===== config.mk =====
export PLATFORM = sky130hd
export DESIGN_NAME = mem_arbiter
export DESIGN_NICKNAME = d
export VERILOG_FILES = /design/src/rtl/mem_pkg.sv /design/src/rtl/rr_arbiter2.sv /design/src/rtl/mem_arbiter.sv
export SDC_FILE = /design/constraint.sdc
export NUM_CORES = 1
export LEC_CHECK = 0
export BUFFER_PORTS_ARGS = -buffer_cell sky130_fd_sc_hd__buf_2
export CORE_ASPECT_RATIO = 2
export CORE_UTILIZATION = 25
export CTS_CLUSTER_SIZE = 24
export DETAILED_ROUTE_END_ITERATION = 10
export MAX_ROUTING_LAYER = met4
export PLACE_DENSITY = 0.58
export SLEW_MARGIN = 20
export SYNTH_ARGS = -nofsm -noshare
export SYNTH_HDL_FRONTEND = slang
export SYNTH_HIERARCHICAL = 1
export SYNTH_SLANG_ARGS = --single-unit

===== constraint.sdc =====
create_clock -name clk -period 2 [get_ports clk]
set_clock_uncertainty 0.1 [all_clocks]
set_input_delay 0.1 -clock clk [delete_from_list [all_inputs] [get_ports clk]]
set_output_delay 0.1 -clock clk [all_outputs]
set_load 0.02 [all_outputs]

===== src/rtl/mem_pkg.sv =====
// Shared definitions for the two-port memory arbiter: FSM encoding and timeout defaults.
// Latency: n/a (package only).
// Backpressure: n/a (package only).
package mem_pkg;

    typedef enum logic [1:0] {
        ST_IDLE = 2'd0,
        ST_BUSY = 2'd1,
        ST_RESP = 2'd2
    } state_t;

    // Width of the mem_valid wait counter; TIMEOUT must fit in it.
    localparam int WAIT_W = 8;
    localparam int unsigned DEFAULT_TIMEOUT = 255;

endpackage


===== src/rtl/rr_arbiter2.sv =====
// Two-way round-robin selector: picks the requester not granted last when both ask.
// Latency: combinational, zero cycles.
// Backpressure: none; the caller decides when the grant is taken.
// Ports: req[1:0] request per port, last_grant index granted previously,
//        grant_idx selected port, grant_vld high when any port requests.
module rr_arbiter2 (
    input  logic [1:0] req,
    input  logic       last_grant,
    output logic       grant_idx,
    output logic       grant_vld
);

    always_comb begin
        grant_vld = |req;
        if (req == 2'b11) begin
            grant_idx = ~last_grant;
        end else begin
            // Single requester (or none): port 1 only when it alone asks.
            grant_idx = req[1];
        end
    end

endmodule


===== src/rtl/mem_arbiter.sv =====
// Two-requester arbiter onto one memory port: grant, strobe, wait for mem_valid, respond.
// Latency: request in t, strobe in t+1, done earliest in t+2; one idle cycle between grants.
// Backpressure: requests are held by the requester until done/error; memory stalls via mem_valid with timeout.
// Ports: rN_* requester side (read/write/address/write_value in, read_value/done/error out),
//        mem_* memory side (strobes, address, write data out; read data, valid in),
//        busy transaction in flight, grant_id port owning the memory.
module mem_arbiter
    import mem_pkg::*;
#(
    parameter int unsigned TIMEOUT = DEFAULT_TIMEOUT
) (
    input  logic        clk,
    input  logic        reset_n,
    input  logic        r0_read,
    input  logic        r0_write,
    input  logic [31:0] r0_address,
    input  logic [31:0] r0_write_value,
    output logic [31:0] r0_read_value,
    output logic        r0_done,
    output logic        r0_error,
    input  logic        r1_read,
    input  logic        r1_write,
    input  logic [31:0] r1_address,
    input  logic [31:0] r1_write_value,
    output logic [31:0] r1_read_value,
    output logic        r1_done,
    output logic        r1_error,
    output logic        mem_read_enable,
    output logic        mem_write_enable,
    output logic [31:0] mem_address,
    output logic [31:0] mem_write_value,
    input  logic [31:0] mem_read_value,
    input  logic        mem_valid,
    output logic        busy,
    output logic        grant_id
);

    localparam logic [WAIT_W-1:0] TIMEOUT_CNT = WAIT_W'(TIMEOUT);

    state_t            state;
    logic              last_grant;
    logic [WAIT_W-1:0] wait_cnt;
    logic [WAIT_W-1:0] wait_nxt;
    logic              gnt_idx;
    logic              gnt_vld;

    assign wait_nxt = wait_cnt + WAIT_W'(1);

    rr_arbiter2 u_rr (
        .req        ({r1_read | r1_write, r0_read | r0_write}),
        .last_grant (last_grant),
        .grant_idx  (gnt_idx),
        .grant_vld  (gnt_vld)
    );

    always_ff @(posedge clk) begin
        if (!reset_n) begin
            state            <= ST_IDLE;
            last_grant       <= 1'b0;
            wait_cnt         <= '0;
            grant_id         <= 1'b0;
            busy             <= 1'b0;
            mem_read_enable  <= 1'b0;
            mem_write_enable <= 1'b0;
            mem_address      <= '0;
            mem_write_value  <= '0;
            r0_read_value    <= '0;
            r1_read_value    <= '0;
            r0_done          <= 1'b0;
            r1_done          <= 1'b0;
            r0_error         <= 1'b0;
            r1_error         <= 1'b0;
        end else begin
            // Completion and error are single-cycle pulses.
            r0_done  <= 1'b0;
            r1_done  <= 1'b0;
            r0_error <= 1'b0;
            r1_error <= 1'b0;

            case (state)
                ST_IDLE: begin
                    if (gnt_vld) begin
                        grant_id         <= gnt_idx;
                        last_grant       <= gnt_idx;
                        mem_address      <= gnt_idx ? r1_address : r0_address;
                        mem_write_value  <= gnt_idx ? r1_write_value : r0_write_value;
                        // Write takes priority when both read and write are asserted.
                        mem_write_enable <= gnt_idx ? r1_write : r0_write;
                        mem_read_enable  <= gnt_idx ? ~r1_write : ~r0_write;
                        wait_cnt         <= '0;
                        busy             <= 1'b1;
                        state            <= ST_BUSY;
                    end
                end

                ST_BUSY: begin
                    if (mem_valid) begin
                        mem_read_enable  <= 1'b0;
                        mem_write_enable <= 1'b0;
                        if (mem_read_enable) begin
                            if (grant_id) r1_read_value <= mem_read_value;
                            else          r0_read_value <= mem_read_value;
                        end
                        r0_done <= ~grant_id;
                        r1_done <= grant_id;
                        state   <= ST_RESP;
                    end else begin
                        wait_cnt <= wait_nxt;
                        // Give up once TIMEOUT wait cycles have passed without mem_valid.
                        if (wait_nxt == TIMEOUT_CNT) begin
                            mem_read_enable  <= 1'b0;
                            mem_write_enable <= 1'b0;
                            r0_error         <= ~grant_id;
                            r1_error         <= grant_id;
                            busy             <= 1'b0;
                            state            <= ST_IDLE;
                        end
                    end
                end

                ST_RESP: begin
                    // No grant here: guarantees an idle cycle between transactions.
                    busy  <= 1'b0;
                    state <= ST_IDLE;
                end

                default: begin
                    busy  <= 1'b0;
                    state <= ST_IDLE;
                end
            endcase
        end
    end

endmodule


==> results.ini, run 1 <==
[timing]
slew_violations=0
fin_crit_ps=1890
setup_slack_ps=108
finalSetupTns_ps=0
slew_headroom_pct=71.8
grt_setup_unrepaired=no
fin_crit_sh_pct=94.6
tightestPinTransition_ps=423
hold_violations=0
fmax_mhz=529
setup_viol=0
whs_ps=69.8

[synthesis]
synthTopCellsByArea=dfxtp_1 50%, mux2i_1 11%, nand2_1 8.5%
synthArstFlopShare_pct=0
syn-num-nets=835
synth_cell_types=40
synth.most_common_cell=dfxtp_1
ys.flop_type=dfxtp_1
synth.avg_cell_area_um2=8.86
yosysWarnings=6
ys_ff_latch=146
synth_edf_count=0
synth_area_leader_cell=dfxtp_1
syn-instance-count=666
synth_area_mm2=0.00590
yosys-top-cells-count=146 x dfxtp_1, 133 x nand2_1, 73 x nor2_1
synth.top_cell.area_share_pct=49.5
seq_area_frac_synth_pct=49.5

[job]
cap_violations=0

[grt]
gr-usage-all-layers_pct=17.2
overflow=0
grt_pass1_wl_mm=31.8
grt_pass1_vias=6341
grt_max_degree=130
antenna_found_initial=0

[finish]
fin_area_mm2=0.0100
fillers=2207
antenna_cells=0
seq_area_mm2=0.00292
nNetsFinal=1281
final_layout_size_suffix_gt1_share_pct=31.6
finalNonFillerCells=1408
multiInputGateArea_mm2=0.00276
syn_to_final_growth_pct=70.3

[setup_path]
crit_type=input pin to register
critPathMaxFanout=64
end_kind=register
cp-start-kind=input pin
critPathArrivalTime_ps=2120
critical_path_required_ps=2230

[cts]
clk_pin_slew_ps=50
cts_tree=done
clk_latency_ps=430
cts.sinks=146
clockBufferDepth=2
post_cts.repair.setup_buffers=0
cts-root-buf=clkbuf_16
cts_htree_levels=4
cts_made_buffers=17

[floorplanning]
core_region_area_mm2=0.0232
die_w_um=111
start_util_pct=25.4
dieArea_mm2=0.0243
die_y_um=219
ios=303
row_count=79

[drt]
drc=0
drt_iter0_markers=225
firstDrtPassIters=4
finalWirelength_mm=21.6
routedWlPerCell_um=15.3
vias_per_cell=4.63
ant_nets=0
vias=6516

[placement]
dp_cells=1212
hpwlAfterDp_mm=13.1
dp_worst_setup_slack_ps=191
dpl_cell_area_mm2=0.00777
io_buffers=302
globalplace.congestion=0.780

[power]
vdd_drop_max_uv=825
p_leak_nw=4.68
powerDensity_mw_per_mm2=849

[run_status]
status=complete, no violations

[min_path]
worstHoldPathType=input pin to register

[state kept, by name, indices dropped and copies added, names as in the netlist, 2 cells and up]
name,flops
mem_address,32
wait_cnt,8
r1_read_value,32
mem_write_value,32
r0_read_value,32
state,2
[timing repair]
item	CTS	global route
hold buffers	162	0
gates resized for setup	0	3
endpoints found under the setup margin	0	38
hold endpoints to repair	132	0
[final cells by class]
cell class / count / area share (%)
clock inverters: 10 / 1.54
flip-flops and latches: 146 / 29.1
inverters: 4 / 0.162
clock buffers: 22 / 4.72
multi-input cells: 462 / 27.5
well taps: 283 / 3.52
repair buffers: 481 / 33.5
[per-layer routing]
layer,GRT usage (%),up-vias,wire (um)
li1,-,3183,-
met1,16.8,3005,8140
met2,30.6,246,11600
met3,3.18,82,791
met4,12.2,0,1110
met5,-,-,0
[critical path, cell delays in order]
cell,delay [ps]
dlygate4sd3_1,530
buf_2,130
or2_2,320
or2_1,270
nor3b_4,200
buf_8,260
a211oi_1,290
[cells in the final DEF (no fill, tap or decap), drive strengths merged, types with 2 or more instances in the layout]
master and instances:
mux2i 66, nor2 73, nor3 4, buf 318, clkinv 5, dfxtp 146, a21boi 36, o21bai 2
inv 3, clkbuf 23, clkinvlp 2, nand3b 2, a21oi 36, and3 5, nand2 133, o211ai 2
a211oi 64, a31oi 3, or2 3, dlygate4sd3 162, ha 2, nor3b 6, bufinv 4, o21ai 5
nand3 7
[kinds of logic (layout without fill, tap and decap cells)]
logic type / after synthesis / after routing / synth area share (%)
compound gates: 150 / 150 / 17.3
xor+xnor: 2 / 2 / 0.297
fa+ha+maj: 2 / 2 / 0.424
buf+inv: 58 / 517 / 4.13
flops: 146 / 146 / 49.5
mux: 66 / 66 / 11.2
simple gates: 242 / 242 / 17.1
[power by group]
part	total, mW	internal, mW	leakage [nW]	switching (mW)
logic	1.85	0.829	3.18	1.03
clock network	3.41	2.18	0.306	1.23
registers	3.27	3.14	1.20	0.131
total	8.53	6.14	4.68	2.39
[final timing paths]
| kind | endpoint | cells past startpoint | start | slack (ps) |
|---|---|---|---|---|
| max | mem_write_value[13]$_SDFFE_PN0P_ | 7 | r0_write | 110 |
| min | mem_write_value[13]$_SDFFE_PN0P_ | 3 | r0_write_value[13] | 70 |
| max reg2reg | wait_cnt[5]$_SDFFE_PN0P_ | 3 | state[0]$_SDFFE_PN0P_ | 220 |
| min reg2reg | r0_read_value[21]$_SDFFE_PN0P_ | 2 | r0_read_value[21]$_SDFFE_PN0P_ | 350 |
[through the flow]
stage	util [%]	total power, mW
after floorplan	-	4.26
after global placement	33.4	4.85
after detailed placement	33.4	4.87
after CTS	43.1	8.58
after global routing	43.3	8.90
final	43.3	8.53
No activity file was read; power rests on OpenSTA's default activity.
==> inputs of run 2 (changes only) <==
--- a/config.mk
+++ b/config.mk
@@ -11,7 +11,6 @@
 export CTS_CLUSTER_SIZE = 24
 export DETAILED_ROUTE_END_ITERATION = 10
 export MAX_ROUTING_LAYER = met4
-export PLACE_DENSITY = 0.58
 export SLEW_MARGIN = 20
 export SYNTH_ARGS = -nofsm -noshare
 export SYNTH_HDL_FRONTEND = slang
==> results.ini, run 2 (same netlist as run 1, synthesis figures left out) <==
[timing]
tightestPinTransition_ps=518
slew_headroom_pct=65.4
setup_slack_ps=79.8
setup_viol=0
hold_violations=0
fmax_mhz=521
slew_violations=0
grt_setup_unrepaired=no
finalSetupTns_ps=0
fin_crit_ps=1920
fin_crit_sh_pct=96.0

[setup_path]
critPathArrivalTime_ps=2150
max_stage_delay_ps=530
crit_chain=dlygate4sd3_1 > buf_2 > or2_2 > or2_1 > nor3b_4 > buf_6 > a211oi_1
cp-start-kind=input pin
r2r_cells=4
critical_path_required_ps=2230
end_kind=register
crit_type=input pin to register
critPathMaxFanout=64
cp_slowest_cell=dlygate4sd3_1

[drt]
wl_met3_mm=1.06
wl_met2_mm=12.0
vias=6654
vias_per_cell=4.71
highest_layer=met4
met1Wirelength_mm=8.00
drt_iter0_markers=337
routedWlPerCell_um=15.8
firstDrtPassIters=4
drc=0
ant_nets=0
finalWirelength_mm=22.3

[placement]
dp_cells=1214
dpl_cell_area_mm2=0.00781
dp_worst_setup_slack_ps=165
hpwlAfterDp_mm=13.3
globalplace.congestion=0.856
io_buffers=302

[floorplanning]
die_w_um=111
core_region_area_mm2=0.0232
start_util_pct=25.4
dieArea_mm2=0.0243
die_y_um=219
row_count=79
ios=303

[grt]
grt_pass1_wl_mm=32.6
gr-usage-all-layers_pct=18.0
overflow=0
grt_max_degree=130
antenna_found_initial=0
grt_pass1_vias=6500

[finish]
layout_commonest_cell=buf_2
fin_area_mm2=0.0101
syn_to_final_growth_pct=70.7
final_layout_size_suffix_gt1_share_pct=32.1
mostFrequentLayoutCells=302 x buf_2, 163 x dlygate4sd3_1, 146 x dfxtp_1
finalNonFillerCells=1412
nNetsFinal=1284

[run_status]
status=complete, no violations

[power]
pwr-share-seq_pct=39.0
vdd_drop_max_uv=573
p_comb_share_pct=22.5
power_switching_mw=2.51
pwr-share-clk_pct=38.5
p_int_mw=5.85
p_leak_nw=4.67
p_sw_share_pct=30.0
power_mw=8.37
powerDensity_mw_per_mm2=831

[job]
cap_violations=0

[cts]
cts-root-buf=clkbuf_16
cts.sinks=146
cts_made_buffers=17
clockBufferDepth=2
clk_latency_ps=440
cts_tree=done
clk_pin_slew_ps=60
cts_htree_levels=4

[min_path]
worstHoldPathType=input pin to register
whs_path_depth=5

## run 2: cell type report
type                       instances  area, um^2
tap                              283         354
fill                            2199       13200
timing repair buffer             484        3410
sequential                       146        2920
multi-input combinational        462        2770
inverter                           4        16.3
antenna                            1        2.50
clock inverter                    14         154
clock buffer                      18         439
## run 2: final timing paths
check	end	slack [ps]	from
setup / recovery	mem_address[2]$_SDFFE_PN0P_	80	r0_write
hold / removal	last_grant$_SDFFE_PN0P_	80	r0_read
setup reg to reg	mem_address[2]$_SDFFE_PN0P_	220	state[0]$_SDFFE_PN0P_
hold reg to reg	r0_read_value[6]$_SDFFE_PN0P_	350	r0_read_value[6]$_SDFFE_PN0P_
## run 2: layer usage
layer  GRT usage (%)  vias to the layer above
met5               -                        -
met4            13.6                        0
met3            4.39                       95
met2            31.6                      302
met1            16.7                     3062
li1                -                     3195
## run 2: critical path, delay by kind of cell
family	cells	cell delay, ps
buffers and inverters	3	930
AND/OR/NAND/NOR	3	780
AO/OA/AOI/OAI	1	310
## run 2: power groups by stage
stage	logic (mW)	clock network [mW]	registers, mW
3_3_place_gp	1.54	0	3.32
5_1_grt	2.02	3.43	3.29
3_5_place_dp	1.56	0	3.32
4_1_cts	1.81	3.33	3.26
6_report	1.88	3.22	3.26
2_1_floorplan	0.681	0	3.58
## run 2: repair_timing
action                                  4_1_cts  5_1_grt
endpoints found under the setup margin        0       36
hold buffers                                163        0
buffers inserted                              0        0
gates resized for setup                       0        3
hold endpoints to repair                    134        0
## run 2: stage by stage
| step | util, % | hold slack [ps] |
|---|---|---|
| after floorplan | - | 136 |
| after CTS | 43.2 | 50.3 |
| after global placement | 33.6 | 254 |
| after global routing | 43.3 | 96.3 |
| final | 43.4 | 78.2 |
| after detailed placement | 33.6 | 260 |
==> inputs of run 3 (changes only) <==
--- a/config.mk
+++ b/config.mk
@@ -11,6 +11,7 @@
 export CTS_CLUSTER_SIZE = 24
 export DETAILED_ROUTE_END_ITERATION = 10
 export MAX_ROUTING_LAYER = met4
+export RECOVER_POWER = 50
 export SLEW_MARGIN = 20
 export SYNTH_ARGS = -nofsm -noshare
 export SYNTH_HDL_FRONTEND = slang
==> results.ini, run 3 (same netlist as run 1, synthesis figures left out) <==
[finish]
nNetsFinal=1284
syn_to_final_growth_pct=67.5
layout_commonest_cell=buf_2
multiInputGateArea_mm2=0.00277
fin_util_pct=42.6
final_layout_size_suffix_gt1_share_pct=20.0
fillers=2268
seq_area_mm2=0.00292
mostFrequentLayoutCells=167 x buf_2, 163 x dlygate4sd3_1, 146 x dfxtp_1

[power]
power_mw=8.31
vdd_drop_max_uv=571
p_leak_nw=4.11
powerDensity_mw_per_mm2=841

[floorplanning]
row_count=79
core_region_area_mm2=0.0232
die_y_um=219
start_util_pct=25.4
ios=303
dieArea_mm2=0.0243
die_w_um=111

[placement]
hpwlAfterDp_mm=13.3
globalplace.congestion=0.856
io_buffers=302

[timing]
setup_viol=0
whs_ps=77.2
fin_crit_sh_pct=95.6
tightestPinTransition_ps=525
fin_crit_ps=1910
hold_violations=0
fmax_mhz=523
slew_headroom_pct=65.0
slew_violations=0
finalSetupTns_ps=0
grt_setup_unrepaired=no

[cts]
cts_made_buffers=17
cts.sinks=146
cts_tree=done
cts_htree_levels=4
clockBufferDepth=2
cts-root-buf=clkbuf_16
clk_pin_slew_ps=60
clk_latency_ps=440
post_cts.repair.setup_buffers=0

[setup_path]
ff2ff_setup_slack_ps=220
crit_type=input pin to register
critPathMaxFanout=64
cp-start-kind=input pin
r2r_cells=4
critical_path_required_ps=2240
critPathArrivalTime_ps=2150
end_kind=register

[grt]
grt_max_degree=130
grt_pass1_wl_mm=32.6
grt_pass1_vias=6500
gr-usage-all-layers_pct=18.0
antenna_found_initial=0
overflow=0

[drt]
ant_nets=0
finalWirelength_mm=22.4
drt_iter0_markers=327
routedWlPerCell_um=15.8
drc=0
vias_per_cell=4.69
firstDrtPassIters=4
vias=6626

[min_path]
whs_path_depth=5
worstHoldPathType=input pin to register

[job]
cap_violations=0

[run_status]
status=complete, no violations

-- run 3: timing repair --
action                                  CTS  global route
endpoints found under the setup margin    0            36
resized for setup                         0             3
hold buffers                            163             0
hold endpoints to repair                134             0
-- run 3: layout make-up --
type / instances / share of cell area [%]
sequential: 146 / 29.6
multi-input combinational: 462 / 28.0
tap: 283 / 3.58
antenna: 1 / 0.0253
timing repair buffer: 484 / 32.6
inverter: 4 / 0.165
clock inverter: 14 / 1.56
clock buffer: 18 / 4.44
-- run 3: metrics by stage --
stage	instance area, um^2	std cells	setup slack (ps)
floorplan	5900	666	270
global placement	7810	1214	229
detailed placement	7810	1214	165
CTS	10000	1409	127
global route	9880	1411	9.51
finish	9880	1412	88.5
-- run 3: critical path, stage by stage --
cell and delay [ps]:
dlygate4sd3_1 530, buf_2 120, or2_2 320, or2_1 260
nor3b_4 200, buf_6 280, a211oi_1 320
-- run 3: per-layer routing --
| metal | up-vias | track usage, % | share of wire (%) |
|---|---|---|---|
| li1 | 3195 | - | - |
| met1 | 3046 | 16.7 | 36 |
| met2 | 285 | 31.6 | 53 |
| met3 | 100 | 4.39 | 4.8 |
| met4 | 0 | 13.6 | 5.9 |
| met5 | - | - | 0 |
-- run 3: final timing paths --
check                                     endpoint                          start
setup / recovery  mem_write_value[29]$_SDFFE_PN0P_                       r0_write
hold / removal             last_grant$_SDFFE_PN0P_                        r0_read
setup reg to reg  mem_write_value[29]$_SDFFE_PN0P_          state[0]$_SDFFE_PN0P_
hold reg to reg      r0_read_value[7]$_SDFFE_PN0P_  r0_read_value[7]$_SDFFE_PN0P_
-- run 3: where the power goes --
part	internal, mW	total [mW]	switching (mW)
combinational	0.778	1.82	1.04
clock	1.88	3.22	1.34
sequential	3.14	3.27	0.132
